===== src/rtl/man_encoding_master.sv =====
// -----------------------------------------------------------------------------
// man_encoding_master
//
// Manchester transmitter for the master-call side of the AS-i link. A request
// latches a control bit, a 5-bit slave address and 5 information bits into a
// 14-bit master frame, which is then sent MSB first at one bit per
// 2*HALF_CYC clocks. The frame layout is:
//   ST=0, CB, A4..A0, I4..I0, PB (even parity over CB..I0), EB=1
// Each bit b is sent as ~b for the first half-bit and b for the second half-bit.
//
// Optional feature macro: MAN_ENC_PAUSE_EN
//   When defined, a master pause of PAUSE_BITS bit times, with the line held
//   high, follows the end bit. tx_busy stays high through the pause and
//   tx_done marks its end. When undefined, the block goes straight back to
//   IDLE after the end bit, and tx_done coincides with rx_open.
//
// Parameters:
//   HALF_CYC    clocks per Manchester half-bit (36 = 3 us at 12 MHz)
//   FRAME_BITS  bits per master frame (14)
//   PAUSE_BITS  bit times of master pause (only with MAN_ENC_PAUSE_EN)
//
// Ports:
//   clk_in      system clock, 12 MHz
//   rst         asynchronous, active-low reset
//   start       request to send, sampled only in IDLE
//   ctrl_bit    control bit CB
//   addr[4:0]   slave address A4..A0
//   info[4:0]   information bits I4..I0
//   manchester  registered encoded line, idle level 1
//   tx_busy     high while a frame (and pause, if enabled) is in progress
//   tx_done     one-cycle pulse when the block returns to IDLE
//   rx_open     one-cycle pulse on the cycle after the last half-bit of EB
// -----------------------------------------------------------------------------
module man_encoding_master #(
  parameter int HALF_CYC   = 36,
  parameter int FRAME_BITS = 14
`ifdef MAN_ENC_PAUSE_EN
  ,
  parameter int PAUSE_BITS = 3
`endif
) (
  input  logic       clk_in,
  input  logic       rst,
  input  logic       start,
  input  logic       ctrl_bit,
  input  logic [4:0] addr,
  input  logic [4:0] info,
  output logic       manchester,
  output logic       tx_busy,
  output logic       tx_done,
  output logic       rx_open
);

`ifdef MAN_ENC_PAUSE_EN
  typedef enum logic [1:0] {
    IDLE  = 2'd0,
    SEND  = 2'd1,
    PAUSE = 2'd2
  } state_t;
`else
  typedef enum logic [1:0] {
    IDLE  = 2'd0,
    SEND  = 2'd1
  } state_t;
`endif

  localparam logic [5:0] HALF_LAST = 6'(HALF_CYC - 1);
  localparam logic [3:0] BIT_LAST  = 4'(FRAME_BITS - 1);
`ifdef MAN_ENC_PAUSE_EN
  localparam logic [8:0] PAUSE_LAST = 9'(PAUSE_BITS * 2 * HALF_CYC - 1);
`endif

  state_t      state;
  logic [13:0] shreg;
  logic [5:0]  half_cnt;
  logic        half_sel;
  logic [3:0]  bit_cnt;
  logic        end_pend;
`ifdef MAN_ENC_PAUSE_EN
  logic [8:0]  pause_cnt;
`endif

  logic        parity;
  logic [13:0] frame_load;

  // Even parity over CB, address and information bits, so the number of ones
  // over CB..PB is always even.
  assign parity     = ^{ctrl_bit, addr, info};
  assign frame_load = {1'b0, ctrl_bit, addr, info, parity, 1'b1};

  // Transmit sequencer. All outputs are registered and reflect the state the
  // sequencer was in on the previous cycle, which gives the one-clock latency
  // from the start request to the first half of ST. end_pend carries the
  // "frame finished" event from the last SEND/PAUSE cycle into the first IDLE
  // cycle, so tx_done (and rx_open without a pause) lands on the same edge
  // that tx_busy falls. The last half of EB is already 1, so returning to the
  // idle level causes no glitch on the line.
  always_ff @(posedge clk_in or negedge rst) begin
    if (!rst) begin
      state      <= IDLE;
      shreg      <= '0;
      half_cnt   <= '0;
      half_sel   <= 1'b0;
      bit_cnt    <= '0;
      end_pend   <= 1'b0;
`ifdef MAN_ENC_PAUSE_EN
      pause_cnt  <= '0;
`endif
      manchester <= 1'b1;
      tx_busy    <= 1'b0;
      tx_done    <= 1'b0;
      rx_open    <= 1'b0;
    end else begin
      tx_done <= 1'b0;
      rx_open <= 1'b0;

      case (state)
        IDLE: begin
          manchester <= 1'b1;
          tx_busy    <= 1'b0;
          if (end_pend) begin
            tx_done  <= 1'b1;
`ifndef MAN_ENC_PAUSE_EN
            rx_open  <= 1'b1;
`endif
            end_pend <= 1'b0;
          end
          if (start) begin
            shreg    <= frame_load;
            half_cnt <= '0;
            half_sel <= 1'b0;
            bit_cnt  <= '0;
            state    <= SEND;
          end
        end

        SEND: begin
          tx_busy    <= 1'b1;
          manchester <= half_sel ? shreg[13] : ~shreg[13];
          if (half_cnt == HALF_LAST) begin
            half_cnt <= '0;
            half_sel <= ~half_sel;
            if (half_sel) begin
              shreg <= {shreg[12:0], 1'b0};
              if (bit_cnt == BIT_LAST) begin
                bit_cnt   <= '0;
`ifdef MAN_ENC_PAUSE_EN
                pause_cnt <= '0;
                state     <= PAUSE;
`else
                end_pend  <= 1'b1;
                state     <= IDLE;
`endif
              end else begin
                bit_cnt <= bit_cnt + 4'd1;
              end
            end
          end else begin
            half_cnt <= half_cnt + 6'd1;
          end
        end

`ifdef MAN_ENC_PAUSE_EN
        // The first pause cycle is the cycle right after EB's last half-bit,
        // which is where the slave-response window opens.
        PAUSE: begin
          tx_busy    <= 1'b1;
          manchester <= 1'b1;
          rx_open    <= (pause_cnt == 9'd0);
          if (pause_cnt == PAUSE_LAST) begin
            pause_cnt <= '0;
            end_pend  <= 1'b1;
            state     <= IDLE;
          end else begin
            pause_cnt <= pause_cnt + 9'd1;
          end
        end
`endif

        default: begin
          state <= IDLE;
        end
      endcase
    end
  end

endmodule

===== config.mk =====
export PLATFORM = sky130hd
export DESIGN_NAME = man_encoding_master
export DESIGN_NICKNAME = d
export VERILOG_FILES = /design/src/rtl/man_encoding_master.sv
export SDC_FILE = /design/constraint.sdc
export NUM_CORES = 1
export LEC_CHECK = 0
export CAP_MARGIN = 20
export CORE_ASPECT_RATIO = 2
export CORE_UTILIZATION = 59
export DETAILED_ROUTE_END_ITERATION = 16
export MAX_ROUTING_LAYER = met4
export PLACE_DENSITY = 0.83
export SLEW_MARGIN = 40
export SYNTH_ARGS = -nofsm -noshare
export SYNTH_HDL_FRONTEND = slang
export SYNTH_SLANG_ARGS = --single-unit

===== constraint.sdc =====
create_clock -name clk_in -period 2.35 [get_ports clk_in]
set_clock_uncertainty 0.05 [all_clocks]
set_input_delay 0.3525 -clock clk_in [delete_from_list [all_inputs] [get_ports clk_in]]
set_output_delay 0.3525 -clock clk_in [all_outputs]
set_load 0.05 [all_outputs]

==> flow_summary.json, run 1 <==
{
  "start_util_pct": 61.19,
  "synthCells": 153,
  "clk_latency_ns": 0.28,
  "grt_pass1_wl_mm": 4.843,
  "setup_violations": 0,
  "track_usage_pct": 25.63,
  "status": "completed",
  "tns_ns": 0,
  "dpl.hpwl_mm": 2.110,
  "cp.depth": 1,
  "end_kind": "primary output",
  "fp.dieH_um": 74.55,
  "crit_buf_inv": 1,
  "first_iter_violations": 36,
  "num_io_pins": 18,
  "arrival_ns": 1.58,
  "placementRows": 26,
  "worstPathCellList": "clkdlybuf4s50_1",
  "drv_slew": 0,
  "numPortBuffers": 17,
  "synth-seq-cells": 30,
  "postLayoutCellArea_mm2": 0.001818,
  "crit_type": "flip-flop to primary output",
  "slowest_delay_ns": 0.78,
  "p_leak_nw": 0.8375,
  "worst_pin_slew_ns": 0.5040,
  "synth.top_cell.area_share_pct": 46.74,
  "cp.required_ns": 1.95,
  "netSwitchingFraction_pct": 34.15,
  "syn_avg_cell_area_um2": 10.15,
  "synth_top_cell_by_area": "dfrtp_1",
  "peakVddDrop_uv": 764.8,
  "power_density_mw_per_mm2": 1057,
  "dieArea_mm2": 0.002853,
  "cts_resized": 0,
  "hold_buffers": 0,
  "core_mm2": 0.002537,
  "grt_setup_unrepaired": "no",
  "report.final.hold_viol_count": 0,
  "cap_violations": 0,
  "dr.pass1.iters": 4,
  "wirelength_mm": 2.966,
  "diodes": 0,
  "cts_buffers": 5,
  "critPathTopFamily": "buffers and inverters",
  "cts_setup_buffers": 0,
  "synth_area_mm2": 0.001553,
  "setup_slack_ns": 0.3667,
  "vias": 1148,
  "via_per_inst": 5.711,
  "die-width_um": 38.28,
  "ys_warn_count": 0,
  "p_sw_mw": 0.6565,
  "htree_num_levels": 2,
  "grt_pass1_vias": 1133,
  "grt.overflow.total": 0,
  "clock-root-buffer": "clkbuf_8",
  "drive_gt1_share_pct": 11.56,
  "cts.path.max_buffers": 2,
  "routabilityCongestion": 0.7849,
  "fin_nets": 189,
  "slowest_stage": "clkdlybuf4s50_1",
  "cts_sinks": 30,
  "cp_max_fo": 1,
  "grt_max_degree": 31,
  "synthArstFlopShare_pct": 100.0,
  "post-place-ws_ns": 0.3850,
  "ant_nets": 0,
  "antenna_found_initial": 0,
  "cts_tree": "yes",
  "start_kind": "flip-flop",
  "cts.clk_slew.worst_paths_ns": 0.06,
  "wl_per_cell_um": 14.76,
  "synth_area_leaders": "dfrtp_1, mux2i_1, o21ai_0",
  "fin_crit_sh_pct": 84.40,
  "min_path_type": "input pin to asynchronous set/reset pin",
  "syn_nets": 170,
  "slew_headroom_pct": 66.29,
  "syn2layout_area_growth_pct": 17.08,
  "layout_min_cycle_time_ns": 1.983,
  "ys_seq_area_share_pct": 48.43,
  "synth.distinct_cells": 34,
  "synth_edf_count": 0,
  "drc": 0,
  "r2r_cells": 7,
  "max_freq_mhz": 504.2,
  "combPwrFrac_pct": 31.4,
  "p_clk_share_pct": 22.0,
  "power.internal_mw": 1.266,
  "p_seq_share_pct": 46.6,
  "synthFlopType": "dfrtp_1",
  "dpl_cell_area_mm2": 0.001727
}
==> metal layers <==
layer | track usage, % | vias up | routed length (um)
met5 | - | - | 0
met4 | 13.89 | 0 | 95
met3 | 7.164 | 9 | 119
met2 | 43.50 | 27 | 1568
met1 | 24.95 | 551 | 1182
li1 | - | 561 | -
==> state kept, by name, summed over array words and instances (netlist names) <==
register,flops
bit_cnt,4
end_pend,1
half_cnt,6
half_sel,1
manchester,1
rx_open,1
shreg,14
state,1
tx_busy,1
==> stage by stage <==
stage               hold WS, ns  total power, mW  std cells  utilization (%)
finish                   0.4053            1.923        201            71.65
global route             0.4441            2.066        201            71.65
CTS                      0.4171            1.938        201            71.65
detailed placement       0.4306            1.507        193            68.05
global placement         0.4166            1.464        193            68.05
floorplan              0.006909            1.336        153                -
==> Yosys cell counts, drive strengths merged (3+ instances only) <==
library cell,instances
dfrtp,29
nand2,24
o21ai,21
mux2i,14
nand3,8
nor2,8
xnor2,8
buf,5
xor2,5
a21oi,3
clkbuf,3
ha,3
inv,3
==> path summary, 6_finish.rpt <==
kind                                          from                     end  slack (ns)
setup / recovery              manchester$_DFF_PN1_              manchester        0.37
hold / removal                                 rst       tx_busy$_DFF_PN0_        0.41
setup reg to reg           half_cnt[0]$_DFFE_PN0P_  bit_cnt[0]$_DFFE_PN0P_        0.62
hold reg to reg               end_pend$_DFFE_PN0P_       rx_open$_DFF_PN0_        0.44
max in group asynchronous                      rst    manchester$_DFF_PN1_        1.53
min in group clk_in           end_pend$_DFFE_PN0P_       rx_open$_DFF_PN0_        0.44
==> cell type report <==
| cell class | instances | area, um^2 |
|---|---|---|
| multi-input combinational | 112 | 735.7 |
| tap | 28 | 35.03 |
| clock buffer | 7 | 86.33 |
| clock inverter | 1 | 5.005 |
| sequential | 30 | 752.0 |
| timing repair buffer | 20 | 192.7 |
| fill | 199 | 719.4 |
| inverter | 3 | 11.26 |
==> cell usage in the layout, fill, tap and decap left out, drive strengths merged, types with 2 or more instances in the layout <==
cell / instances
ha: 3
nor2b: 2
o21ai: 21
dfrtp: 29
nand3: 8
mux2i: 14
inv: 3
nand2: 24
and3: 2
nor2: 8
clkdlybuf4s50: 17
xor2: 5
buf: 3
a21oi: 3
nor3: 2
xnor2: 8
clkbuf: 7
a31o: 2
==> power groups by stage <==
stage               logic (mW)  clock network (mW)  registers (mW)
floorplan                0.444                   0           0.892
global placement         0.576                   0           0.888
detailed placement       0.606                   0           0.901
CTS                      0.613               0.431           0.894
global route             0.680               0.459           0.926
finish                   0.604               0.423           0.895
==> logic make-up after synthesis <==
kind of cell	synth area share, %
muxes	9.750
AOI/OAI and AO/OA	11.69
and+or+nand+nor	14.75
xor gates and xnor gates	8.783
buffers and inverters	4.189
adders and majority gates	2.418
DFF	48.43
Power figures use the tool's default switching activity.
==> run 2: changes to the inputs <==
CORE_UTILIZATION = 55   (was 59)
PLACE_DENSITY = 0.79   (was 0.83)
clock period = 2 ns   (was 2.35 ns; I/O delays follow)
==> run 2 against run 1 <==
Net effect:
- count of clock-buffer cells in the layout decreased by 2
- non-clock buffer count increased by 1
- die area increased by 7.0%
- combinational power increased by 18%
- cell count unchanged
- first-iteration DRC count decreased by 33%
- total power increased by 15%
- critical path type is now flip-flop to flip-flop
- highest routed layer unchanged
==> flow_summary.json, run 2 (synthesized netlist as in run 1, its figures left out) <==
{
  "final_cell_mix": "dfrtp_1, nand2_1, o21ai_0, clkdlybuf4s50_1, mux2i_1",
  "slew_headroom_pct": 66.46,
  "hold_buffers": 0,
  "antenna_found_initial": 0,
  "fin_nets": 190,
  "crit_type": "flip-flop to flip-flop",
  "cts_setup_buffers": 0,
  "dpl.hpwl_mm": 2.198,
  "cts_resized": 0,
  "via_per_inst": 5.592,
  "setup_slack_ns": 0.2067,
  "fin_crit_sh_pct": 89.67,
  "cap_violations": 0,
  "dieArea_mm2": 0.003052,
  "cts.clk_slew.worst_paths_ns": 0.06,
  "min_path_type": "input pin to asynchronous set/reset pin",
  "drv_slew": 0,
  "start_util_pct": 59.66,
  "setup_violations": 0,
  "drive_gt1_share_pct": 12.72,
  "cp.required_ns": 2.10,
  "cts_sinks": 30,
  "grt_setup_unrepaired": "no",
  "post-place-ws_ns": 0.1120,
  "cts.path.max_buffers": 2,
  "grt.overflow.total": 0,
  "start_kind": "flip-flop",
  "cts_buffers": 5,
  "tns_ns": 0,
  "cp_max_fo": 23,
  "regMostFlops": "shreg",
  "dr.pass1.iters": 4,
  "vias": 1124,
  "grt_pass1_vias": 1115,
  "numPortBuffers": 17,
  "grt_pass1_wl_mm": 5.188,
  "report.final.hold_viol_count": 0,
  "power_density_mw_per_mm2": 1222,
  "wirelength_mm": 3.031,
  "syn2layout_area_growth_pct": 16.60,
  "arrival_ns": 1.89,
  "clk_latency_ns": 0.28,
  "peakVddDrop_uv": 657.2,
  "max_freq_mhz": 557.6,
  "ant_nets": 0,
  "p_leak_nw": 0.8387,
  "num_io_pins": 18,
  "track_usage_pct": 25.26,
  "largest_reg_flops": 14,
  "cts_tree": "yes",
  "grt_max_degree": 31,
  "drc": 0,
  "worst_pin_slew_ns": 0.5015,
  "placementRows": 26,
  "clock-root-buffer": "clkbuf_8",
  "fp.dieH_um": 77.14,
  "wl_per_cell_um": 15.08,
  "first_iter_violations": 24,
  "layout_min_cycle_time_ns": 1.793,
  "end_kind": "flip-flop",
  "reg_top3": "shreg (14), half_cnt (6), bit_cnt (4)",
  "htree_num_levels": 2,
  "routabilityCongestion": 0.8432,
  "core_mm2": 0.002603,
  "status": "completed",
  "diodes": 0,
  "final_common_cell": "dfrtp_1",
  "die-width_um": 39.57
}
## run 2: stage by stage
stage	utilization (%)	instance area, um^2	power (mW)	cells	hold slack [ns]
finish	69.57	1810	2.212	201	0.3561
global route	69.57	1810	2.408	201	0.3967
CTS	69.57	1810	2.235	201	0.3616
detailed placement	66.54	1732	1.781	194	0.4213
global placement	66.54	1732	1.724	194	0.4156
floorplan	-	1553	1.569	153	-0.04559
## run 2: layer usage
layer	track usage, %	up-vias	wire length (um)
met2	39.18	18	1678
met1	30.08	539	1182
met4	11.38	0	71
met5	-	-	0
met3	5.202	7	98
li1	-	560	-
## run 2: critical path, cell delays in order (launching register included)
cell      delay (ns)
dfrtp_1         0.42
ha_1            0.28
nand4b_1        0.19
nor3_2          0.06
a21oi_2         0.23
buf_4           0.28
o21ai_0         0.14
## run 2: cell type report
cell class | count | area [um^2]
repair buffers | 21 | 197.7
inverters | 3 | 11.26
multi-input cells | 112 | 735.7
clock buffers | 5 | 68.82
fillers | 201 | 792.0
well taps | 28 | 35.03
flip-flops and latches | 30 | 752.0
clock inverters | 2 | 10.01
## run 2: worst paths after layout
| kind | startpoint | to | slack [ns] | cells after the start |
|---|---|---|---|---|
| hold / removal | rst | bit_cnt[0]$_DFFE_PN0P_ | 0.36 | 2 |
| setup / recovery | half_cnt[0]$_DFFE_PN0P_ | shreg[9]$_DFFE_PN0P_ | 0.21 | 6 |
| hold reg to reg | shreg[3]$_DFFE_PN0P_ | shreg[3]$_DFFE_PN0P_ | 0.43 | 2 |
| max in group asynchronous | rst | manchester$_DFF_PN1_ | 1.23 | 2 |
| min in group clk_in | shreg[3]$_DFFE_PN0P_ | shreg[3]$_DFFE_PN0P_ | 0.43 | 2 |
| setup reg to reg | half_cnt[0]$_DFFE_PN0P_ | shreg[9]$_DFFE_PN0P_ | 0.21 | 6 |
## run 2: report_power, final
part           switching [mW]  total, mW  internal, mW
clock network           0.212      0.445         0.232
logic                   0.353      0.714         0.361
registers               0.205       1.05         0.848
==> run 3: changes to the inputs <==
CORE_MARGIN = 2   (was unset)
clock period = 1.84 ns   (was 2 ns; I/O delays follow)
==> run 3 against run 2 <==
Net effect:
- non-clock buffer count increased by 1
- count of clock-buffer cells in the layout is 2 higher
- total power up 11%
- global-route usage fell by 3.0 points
- clock power grew 22%
- largest power group unchanged
- highest routed layer unchanged
==> flow_summary.json, run 3 (synthesized netlist as in run 1, its figures left out) <==
{
  "dpl.hpwl_mm": 2.154,
  "grt_pass1_wl_mm": 5.444,
  "dieArea_mm2": 0.003290,
  "tns_ns": 0,
  "critPathTopFamily": "buffers and inverters",
  "report.final.hold_viol_count": 0,
  "syn2layout_area_growth_pct": 18.78,
  "wl_per_cell_um": 14.77,
  "core_mm2": 0.002736,
  "vias": 1168,
  "slowest_stage": "clkdlybuf4s50_1",
  "wl_met3_um": 108,
  "p_sw_mw": 0.8408,
  "fill_cells": 206,
  "power.internal_mw": 1.617,
  "hold_buffers": 0,
  "grt_setup_unrepaired": "no",
  "r2r_slack_ns": 0.18,
  "largest_reg_flops": 14,
  "cap_violations": 0,
  "drc": 0,
  "cts_resized": 0,
  "fin_crit_sh_pct": 94.52,
  "final_common_cell": "dfrtp_1",
  "worstPathCellList": "clkdlybuf4s50_1",
  "cts_buffers": 5,
  "fp.dieH_um": 79.14,
  "start_util_pct": 56.74,
  "via_per_inst": 5.725,
  "cts.path.max_buffers": 2,
  "cp.depth": 1,
  "crit_buf_inv": 1,
  "drv_slew": 0,
  "clk_latency_ns": 0.28,
  "cts_setup_buffers": 0,
  "slew_headroom_pct": 66.92,
  "seqCellArea_um2": 752.0,
  "grt_max_degree": 31,
  "met1Wirelength_mm": 1.163,
  "worst_pin_slew_ns": 0.4946,
  "wirelength_mm": 3.014,
  "crit_type": "flip-flop to primary output",
  "layout_min_cycle_time_ns": 1.739,
  "antenna_found_initial": 0,
  "power_density_mw_per_mm2": 1333,
  "track_usage_pct": 22.30,
  "routabilityCongestion": 0.8610,
  "r2r_cells": 7,
  "arrival_ns": 1.41,
  "final_cell_mix": "dfrtp_1, nand2_1, o21ai_0, clkdlybuf4s50_1, mux2i_1",
  "clock-root-buffer": "clkbuf_8",
  "fin_nets": 191,
  "cts_sinks": 30,
  "grt.overflow.total": 0,
  "diodes": 0,
  "dr_wl_met2_mm": 1.657,
  "cp.required_ns": 1.51,
  "dr.pass1.iters": 4,
  "placementRows": 27,
  "first_iter_violations": 26,
  "htree_num_levels": 2,
  "setup_violations": 0,
  "cts.clk_slew.worst_paths_ns": 0.06,
  "status": "completed",
  "slowest_delay_ns": 0.80,
  "p_total_mw": 2.458,
  "peakVddDrop_uv": 744.9,
  "cts_tree": "yes",
  "end_kind": "primary output",
  "numPortBuffers": 17,
  "start_kind": "flip-flop",
  "timing.rr.start": "half_cnt[0]$_DFFE_PN0P_",
  "netSwitchingFraction_pct": 34.20,
  "grt_pass1_vias": 1268,
  "crit_start": "rx_open$_DFF_PN0_",
  "highest_layer": "met4",
  "drive_gt1_share_pct": 13.14,
  "max_freq_mhz": 575.0,
  "multiInputGateArea_um2": 735.7,
  "combPwrFrac_pct": 31.6,
  "p_clk_share_pct": 22.0,
  "reg_top3": "shreg (14), half_cnt (6), bit_cnt (4)",
  "die-width_um": 41.57,
  "cp-endpoint": "tx_done",
  "min_path_type": "input pin to asynchronous set/reset pin",
  "num_io_pins": 18,
  "r2r_end": "bit_cnt[0]$_DFFE_PN0P_",
  "ant_nets": 0,
  "p_leak_nw": 0.8551,
  "cp_max_fo": 2,
  "p_seq_share_pct": 46.5,
  "regMostFlops": "shreg"
}
[run 3: changes by cell type in the layout (fill, tap and decap cells not counted)]
cell / previous run / this run
buf_12: 0 / 1
clkbuf_1: 0 / 1
clkbuf_8: 5 / 6
clkinv_2: 2 / 1
[run 3: through the flow]
stage          setup WS, ns  utilization, %  hold WS (ns)  cell area (um^2)  instances
2_1_floorplan        0.3220               -      -0.06959              1553        153
3_3_place_gp        0.02502           64.06        0.4173              1753        196
3_5_place_dp       -0.02252           64.06        0.4217              1753        196
4_1_cts             0.08796           67.40        0.3453              1844        204
5_1_grt             0.03812           67.40        0.3708              1844        204
6_report             0.1008           67.40        0.3340              1844        204
[run 3: how the worst min path moves through the flow]
stage | end | cells past startpoint | from
after floorplan | bit_cnt[0]$_DFFE_PN0P_ | 0 | rst
final | shreg[8]$_DFFE_PN0P_ | 2 | rst
after detailed placement | shreg[2]$_DFFE_PN0P_ | 2 | shreg[2]$_DFFE_PN0P_
after global placement | shreg[6]$_DFFE_PN0P_ | 2 | shreg[6]$_DFFE_PN0P_
after CTS | shreg[8]$_DFFE_PN0P_ | 2 | rst
after global routing | shreg[7]$_DFFE_PN0P_ | 2 | rst
[run 3: layer usage]
metal  track usage (%)  vias up
met5                 -        -
met4             16.77        0
met3             5.682        7
met2             36.25       26
met1             22.44      570
li1                  -      565
[run 3: power groups by stage]
stage,combinational (mW),clock [mW],sequential (mW)
floorplan,0.567,0,1.14
finish,0.776,0.541,1.14
global placement,0.747,0,1.14
detailed placement,0.780,0,1.15
CTS,0.790,0.557,1.14
global route,0.889,0.586,1.18
[run 3: layout make-up]
cell class	instances	share of cell area, %
Multi-Input combinational cell	112	39.89
Clock inverter	1	0.2714
Sequential cell	30	40.77
Clock buffer	7	4.681
Timing Repair Buffer	22	11.80
Tap cell	29	1.967
Inverter	3	0.6106
